File: config.mk
export PLATFORM = sky130hd
export DESIGN_NAME = alu_sequencer
export DESIGN_NICKNAME = d
export VERILOG_FILES = /design/src/rtl/alu_ctrl_pkg.sv /design/src/rtl/alu_op_decode.sv /design/src/rtl/alu_sequencer.sv
export SDC_FILE = /design/constraint.sdc
export NUM_CORES = 1
export LEC_CHECK = 0
export ABC_AREA = 1
export CAP_MARGIN = 15
export CORE_MARGIN = 2
export CORE_UTILIZATION = 35
export CTS_CLUSTER_DIAMETER = 200
export DETAILED_ROUTE_END_ITERATION = 8
export HOLD_SLACK_MARGIN = 0.05
export SLEW_MARGIN = 20
export SYNTH_ARGS = -nofsm -noshare
export SYNTH_HDL_FRONTEND = slang
export SYNTH_SLANG_ARGS = --single-unit
File: constraint.sdc
create_clock -name clock -period 1.7 [get_ports clock]
set_input_delay 0.17 -clock clock [delete_from_list [all_inputs] [get_ports clock]]
set_output_delay 0.17 -clock clock [all_outputs]
set_load 0.01 [all_outputs]
File: src/rtl/alu_ctrl_pkg.sv
// Shared ALU control definitions: opcode encodings, sequencer states and op classes.
// Used by alu_sequencer and alu_op_decode.
package alu_ctrl_pkg;

  localparam logic [4:0] OP_LDW  = 5'b00000;
  localparam logic [4:0] OP_LDWI = 5'b00001;
  localparam logic [4:0] OP_STW  = 5'b00010;
  localparam logic [4:0] OP_ADD  = 5'b00011;
  localparam logic [4:0] OP_SUB  = 5'b00100;
  localparam logic [4:0] OP_AND  = 5'b00101;
  localparam logic [4:0] OP_OR   = 5'b00110;
  localparam logic [4:0] OP_ROR  = 5'b00111;
  localparam logic [4:0] OP_ROL  = 5'b01000;
  localparam logic [4:0] OP_SHR  = 5'b01001;
  localparam logic [4:0] OP_SHL  = 5'b01010;
  localparam logic [4:0] OP_ADDI = 5'b01011;
  localparam logic [4:0] OP_ANDI = 5'b01100;
  localparam logic [4:0] OP_ORI  = 5'b01101;
  localparam logic [4:0] OP_MUL  = 5'b01110;
  localparam logic [4:0] OP_DIV  = 5'b01111;
  localparam logic [4:0] OP_NEG  = 5'b10000;
  localparam logic [4:0] OP_NOT  = 5'b10001;
  localparam logic [4:0] OP_BRN  = 5'b10010;
  localparam logic [4:0] OP_JR   = 5'b10011;
  localparam logic [4:0] OP_JAL  = 5'b10100;
  localparam logic [4:0] OP_IN   = 5'b10101;
  localparam logic [4:0] OP_OUT  = 5'b10110;
  localparam logic [4:0] OP_MFHI = 5'b10111;
  localparam logic [4:0] OP_MFLO = 5'b11000;
  localparam logic [4:0] OP_NOP  = 5'b11001;
  localparam logic [4:0] OP_HALT = 5'b11010;

  typedef enum logic [2:0] {
    ST_IDLE  = 3'd0,
    ST_LATCH = 3'd1,
    ST_EXEC  = 3'd2,
    ST_WB    = 3'd3,
    ST_DONE  = 3'd4,
    ST_HALT  = 3'd5
  } state_t;

  typedef enum logic [2:0] {
    CLS_ARITH   = 3'd0,
    CLS_MULDIV  = 3'd1,
    CLS_BRANCH  = 3'd2,
    CLS_JAL     = 3'd3,
    CLS_PASS    = 3'd4,
    CLS_HALT    = 3'd5,
    CLS_ILLEGAL = 3'd6
  } op_class_t;

  // Classes whose result goes back through Z.
  function automatic logic class_loads_z(input op_class_t cls);
    return (cls == CLS_ARITH) || (cls == CLS_JAL);
  endfunction

endpackage

File: src/rtl/alu_op_decode.sv
// Combinational opcode to op-class mapping; unassigned encodings report CLS_ILLEGAL.
module alu_op_decode
  import alu_ctrl_pkg::*;
(
  input  logic [4:0] opcode,
  output op_class_t  op_class
);

  // Pure lookup from the ALU opcode encoding.
  always_comb begin
    op_class = CLS_ILLEGAL;
    case (opcode)
      OP_LDW, OP_LDWI, OP_STW, OP_ADD, OP_SUB, OP_AND, OP_OR, OP_ROR,
      OP_ROL, OP_SHR, OP_SHL, OP_ADDI, OP_ANDI, OP_ORI, OP_NEG, OP_NOT:
        op_class = CLS_ARITH;
      OP_MUL, OP_DIV:
        op_class = CLS_MULDIV;
      OP_BRN, OP_JR:
        op_class = CLS_BRANCH;
      OP_JAL:
        op_class = CLS_JAL;
      OP_IN, OP_OUT, OP_MFHI, OP_MFLO, OP_NOP:
        op_class = CLS_PASS;
      OP_HALT:
        op_class = CLS_HALT;
      default:
        op_class = CLS_ILLEGAL;
    endcase
  end

endmodule

File: src/rtl/alu_sequencer.sv
// Execute-phase controller: IDLE/LATCH/EXEC/WB/DONE/HALT with registered strobes.
// Optional build macro ALU_SEQ_ILLEGAL_TRAP_EN completes opcodes 11011-11111 as illegal.
module alu_sequencer
  import alu_ctrl_pkg::*;
#(
  parameter int MUL_CYCLES = 32'sd2,
  parameter int DIV_CYCLES = 32'sd32
) (
  input  logic       clock,
  input  logic       reset,
  input  logic       issue_valid,
  output logic       issue_ready,
  input  logic [4:0] opcode,
  input  logic       brn_flag,
  output logic [4:0] alu_op,
  output logic       op_latch,
  output logic       inc_pc,
  output logic       z_load,
  output logic       hi_load,
  output logic       lo_load,
  output logic       pc_load,
  output logic       done_valid,
  input  logic       done_ready,
  output logic       done_illegal,
  output logic       halted
);

  localparam int MAX_CYCLES = (MUL_CYCLES > DIV_CYCLES) ? MUL_CYCLES : DIV_CYCLES;
  localparam int CNT_W      = $clog2(MAX_CYCLES + 32'sd1);
  localparam logic [CNT_W-1:0] MUL_LOAD = CNT_W'(MUL_CYCLES - 32'sd1);
  localparam logic [CNT_W-1:0] DIV_LOAD = CNT_W'(DIV_CYCLES - 32'sd1);
  localparam logic [CNT_W-1:0] CNT_ZERO = {CNT_W{1'b0}};
  localparam logic [CNT_W-1:0] CNT_ONE  = CNT_W'(1'b1);

  state_t          r_state;
  state_t          w_state_next;
  logic [4:0]      r_opcode;
  op_class_t       r_class;
  op_class_t       w_dec_class;
  op_class_t       w_in_class;
  op_class_t       w_cls;
  logic [CNT_W-1:0] r_cnt;
  logic            w_accept;
  logic            w_wb_next;

  logic r_issue_ready, r_op_latch, r_inc_pc, r_z_load, r_hi_load, r_lo_load;
  logic r_pc_load, r_done_valid, r_done_illegal, r_halted;
  logic w_issue_ready, w_op_latch, w_inc_pc, w_z_load, w_hilo_load;
  logic w_pc_load, w_done_valid, w_done_illegal, w_halted;

  // The branch condition goes to the ALU directly; the sequencer does not act on it.
  logic w_unused_brn;
  assign w_unused_brn = brn_flag;

  alu_op_decode u_decode (
    .opcode   (opcode),
    .op_class (w_dec_class)
  );

`ifdef ALU_SEQ_ILLEGAL_TRAP_EN
  assign w_in_class = w_dec_class;
`else
  // Without the trap, unassigned opcodes behave exactly like nop.
  always_comb begin
    w_in_class = w_dec_class;
    if (w_dec_class == CLS_ILLEGAL) begin
      w_in_class = CLS_PASS;
    end else begin
      w_in_class = w_dec_class;
    end
  end
`endif

  assign w_accept = issue_valid && (r_state == ST_IDLE);

  // Next-state logic.
  always_comb begin
    w_state_next = r_state;
    case (r_state)
      ST_IDLE: begin
        if (w_accept && (w_in_class == CLS_ILLEGAL)) begin
          w_state_next = ST_DONE;
        end else if (w_accept) begin
          w_state_next = ST_LATCH;
        end else begin
          w_state_next = ST_IDLE;
        end
      end
      ST_LATCH: w_state_next = ST_EXEC;
      ST_EXEC: begin
        if (r_cnt == CNT_ZERO) begin
          w_state_next = ST_WB;
        end else begin
          w_state_next = ST_EXEC;
        end
      end
      ST_WB: begin
        if (r_class == CLS_HALT) begin
          w_state_next = ST_HALT;
        end else begin
          w_state_next = ST_DONE;
        end
      end
      ST_DONE: begin
        if (done_ready) begin
          w_state_next = ST_IDLE;
        end else begin
          w_state_next = ST_DONE;
        end
      end
      ST_HALT: w_state_next = ST_HALT;
      default: w_state_next = ST_IDLE;
    endcase
  end

  // Output values for the coming state, so every output can be a flop aligned with its state.
  always_comb begin
    w_cls          = (r_state == ST_IDLE) ? w_in_class : r_class;
    w_wb_next      = (w_state_next == ST_WB);
    w_issue_ready  = (w_state_next == ST_IDLE);
    w_op_latch     = (w_state_next == ST_LATCH);
    w_inc_pc       = (w_state_next == ST_EXEC);
    w_z_load       = w_wb_next && class_loads_z(w_cls);
    w_hilo_load    = w_wb_next && (w_cls == CLS_MULDIV);
    w_pc_load      = w_wb_next && (w_cls != CLS_HALT);
    w_done_valid   = (w_state_next == ST_DONE);
    w_halted       = (w_state_next == ST_HALT);
`ifdef ALU_SEQ_ILLEGAL_TRAP_EN
    w_done_illegal = w_done_valid && (w_cls == CLS_ILLEGAL);
`else
    w_done_illegal = 1'b0;
`endif
  end

  // State, captured opcode/class and registered outputs.
  always_ff @(posedge clock) begin
    if (reset) begin
      r_state        <= ST_IDLE;
      r_opcode       <= OP_NOP;
      r_class        <= CLS_PASS;
      r_issue_ready  <= 1'b1;
      r_op_latch     <= 1'b0;
      r_inc_pc       <= 1'b0;
      r_z_load       <= 1'b0;
      r_hi_load      <= 1'b0;
      r_lo_load      <= 1'b0;
      r_pc_load      <= 1'b0;
      r_done_valid   <= 1'b0;
      r_done_illegal <= 1'b0;
      r_halted       <= 1'b0;
    end else begin
      r_state <= w_state_next;
      if (w_accept) begin
        r_opcode <= opcode;
        r_class  <= w_in_class;
      end else begin
        r_opcode <= r_opcode;
        r_class  <= r_class;
      end
      r_issue_ready  <= w_issue_ready;
      r_op_latch     <= w_op_latch;
      r_inc_pc       <= w_inc_pc;
      r_z_load       <= w_z_load;
      r_hi_load      <= w_hilo_load;
      r_lo_load      <= w_hilo_load;
      r_pc_load      <= w_pc_load;
      r_done_valid   <= w_done_valid;
      r_done_illegal <= w_done_illegal;
      r_halted       <= w_halted;
    end
  end

  // Latency counter: loaded in LATCH, counts down in EXEC and saturates at zero.
  always_ff @(posedge clock) begin
    if (reset) begin
      r_cnt <= CNT_ZERO;
    end else if (r_state == ST_LATCH) begin
      case (r_opcode)
        OP_MUL:  r_cnt <= MUL_LOAD;
        OP_DIV:  r_cnt <= DIV_LOAD;
        default: r_cnt <= CNT_ZERO;
      endcase
    end else if ((r_state == ST_EXEC) && (r_cnt != CNT_ZERO)) begin
      r_cnt <= r_cnt - CNT_ONE;
    end else begin
      r_cnt <= r_cnt;
    end
  end

  assign issue_ready  = r_issue_ready;
  assign alu_op       = r_opcode;
  assign op_latch     = r_op_latch;
  assign inc_pc       = r_inc_pc;
  assign z_load       = r_z_load;
  assign hi_load      = r_hi_load;
  assign lo_load      = r_lo_load;
  assign pc_load      = r_pc_load;
  assign done_valid   = r_done_valid;
  assign done_illegal = r_done_illegal;
  assign halted       = r_halted;

endmodule

==> metrics.yaml <==
timing.reg2reg.worst_path_depth: 8
ys_seq_area_share_pct: 40.4
holdBufCountCts: 0
vdd_drop_max_v: 0.000309
slowest_stage: "clkdlybuf4s50_1"
grt_usage_pct: 14.0
starting_drc_count_in_detailed_routing: 23
total_power_mw: 1.51
timing.clock.skew_ps: 3.67
critical_path.cell_chain: "clkdlybuf4s50_1"
cts_num_sinks: 25
place.detailed.hpwl_um: 2000
initial_utilization_pct: 36.9
post-route-min-period_ps: 1440
crit_end: "alu_op[0]"
syn_area_per_cell_um2: 7.05
synth_top_area_share_pct: 40.4
maximum_number_of_pins_on_one_net_before_global_route_repair: 14
yosys_register_bits: 25
synth_area_leaders: "dfxtp_1, nand2_1, inv_1"
number_of_antenna_violations_at_the_first_check_in_global_routing: 0
post_drt_via_cell_ratio: 4.62
cts_buffers: 3
ctsResizeCount: 0
power.static_leakage_nw: 0.703
ctsRootBufferMaster: "clkbuf_4"
clock_insertion_delay_worst_skew_ps: 310
globalplace.congestion: 0.821
netlist_top_cells_count: "nand2_1, dfxtp_1, inv_1, nor2_1, a21oi_1"
power_density_nw_per_um2: 991
yosys.cell_types.count: 30
detail-route-antenna-nets: 0
critical_path.max_stage_delay_ps: 560
detail_route.wl_per_cell_um: 10.4
synthFlopType: "dfxtp_1"
cts.reportedPaths.clkPinSlew_ps: 130
slew_viol_final: 0
cp.depth: 1
hold_viol_final: 0
hold_class: "in2reg"
h-tree-depth: 1
die-width_um: 63.5
timing.reg2reg.setup_slack_ps: 280
finalHoldWorstSlack_ps: 502
wl_um: 2540
grt.overflow.total: 0
run_status: "finished, final reports clean"
worst-endpoint-arrival_ps: 1270
most_repeated_cell_in_the_gate_level_netlist_after_synthesis: "nand2_1"
r2r-start: "r_cnt[0]"
post_synth_inst_count: 176
mappedNetlistArea_um2: 1240
r2r-end: "r_cnt[4]"
design.portCount: 25
timing.critical_path.from: "alu_op[0]"
tritoncts: "done"
setup_violations: 0
ctsLongestPathBuffers: 2
areaGrowthSynthToFinish_pct: 23.2
ys.warnings.count: 0
die_height_um: 63.5
end_kind: "primary output"
unrepaired_setup_endpoints_after_global_routing: "false"
postSynthNetCount: 188
first_global_vias: 1139
fin_tns_setup_ps: 0
fmax_mhz: 695
period_share_pct: 84.7
critical_path.top_delay_family: "buffers and inverters"
core_um2: 3360
critPathLaunchType: "flip-flop"
crit_type: "reg2out"
post_route_cells_drive_above_1_share_pct: 12.6
nets: 212
port-buffer-count: 22
grt_first_pass_wirelength_um: 4660
critical_path_buf_inv_count: 1
synth_enable_flop_cells: 0
drc: 0
synth_top_cell_by_area: "dfxtp_1"
synthArstFlopShare_pct: 0
die_area_um2: 4030
insertedDiodeCount: 0
worst-endpoint-required_ps: 1530
post_cts.repair.setup_buffers: 0
via_total_after_detailed_routing: 1133
worst-path-max-fanout: 3
firstDrtPassIters: 4
timing.max_cap.violations: 0
row_count: 21
-- power by group --
group	switching (mW)	internal [mW]	leakage (nW)
registers	0.0501	0.661	0.205
clock network	0.169	0.0915	0.0150
logic	0.317	0.225	0.483
-- worst min path at each step --
stage,start,endpoint,slack (ps),cells after the start
6_report,reset,r_state[1],500,2
5_1_grt,reset,r_state[1],500,2
4_1_cts,reset,r_state[1],490,2
3_5_place_dp,r_class[2],r_class[2],480,2
3_3_place_gp,r_class[2],r_class[2],470,2
2_1_floorplan,opcode[0],alu_op[0],280,2
-- metrics by stage --
| stage | setup slack, ps | utilization (%) | area [um^2] | cells |
|---|---|---|---|---|
| after CTS | 237 | 45.4 | 1530 | 245 |
| after global placement | 106 | 44.6 | 1500 | 241 |
| after global routing | 170 | 45.4 | 1530 | 245 |
| final | 261 | 45.4 | 1530 | 245 |
| after detailed placement | 96.9 | 44.6 | 1500 | 241 |
| after floorplan | 505 | - | 1240 | 176 |
-- sequential cells by signal (all words and copies together), names as in the netlist --
| name | flops |
|---|---|
| issue_ready | 1 |
| inc_pc | 1 |
| done_valid | 1 |
| z_load | 1 |
| r_state | 3 |
| alu_op | 5 |
| r_class | 3 |
| r_cnt | 6 |
| pc_load | 1 |
| halted | 1 |
| op_latch | 1 |
| lo_load | 1 |
-- cell type report --
class	instances	area [um^2]
Sequential cell	25	500
Tap cell	46	57.6
Clock buffer	4	26.3
Multi-Input combinational cell	121	616
Fill cell	380	1840
Inverter	26	100
Timing Repair Buffer	23	228
-- metal layers --
layer	vias up	wire length, um	share of wire [%]	global-route usage (%)
met5	-	0	0	0
met4	0	21	0.83	5.43
met3	2	61	2.4	1.61
met2	17	1270	50	25.1
met1	506	1190	47	16.9
li1	608	-	-	-
-- cells in the final DEF (no fill, tap or decap), types with 3 or more instances in the layout --
cell             netlist  routed
dfxtp_1               25      25
nand2_2                4       4
clkbuf_4               0       3
nand3_1                9       9
nor2_2                 4       4
o21ai_0               11      11
a21oi_1               13      13
inv_1                 21      21
nand4_1                3       3
nand2_1               40      40
clkdlybuf4s50_1        0      22
nor2_1                18      18
inv_2                  4       4
-- kinds of logic (layout without fill, tap and decap cells) --
family | Yosys count | after routing | synth area share, %
simple gates | 87 | 87 | 33.5
buf+inv | 30 | 53 | 9.99
compound gates | 31 | 31 | 13.8
flops | 25 | 25 | 40.4
fa+ha+maj | 2 | 2 | 2.02
other cells | 1 | 1 | 0.302
Power figures use the tool's default switching activity.
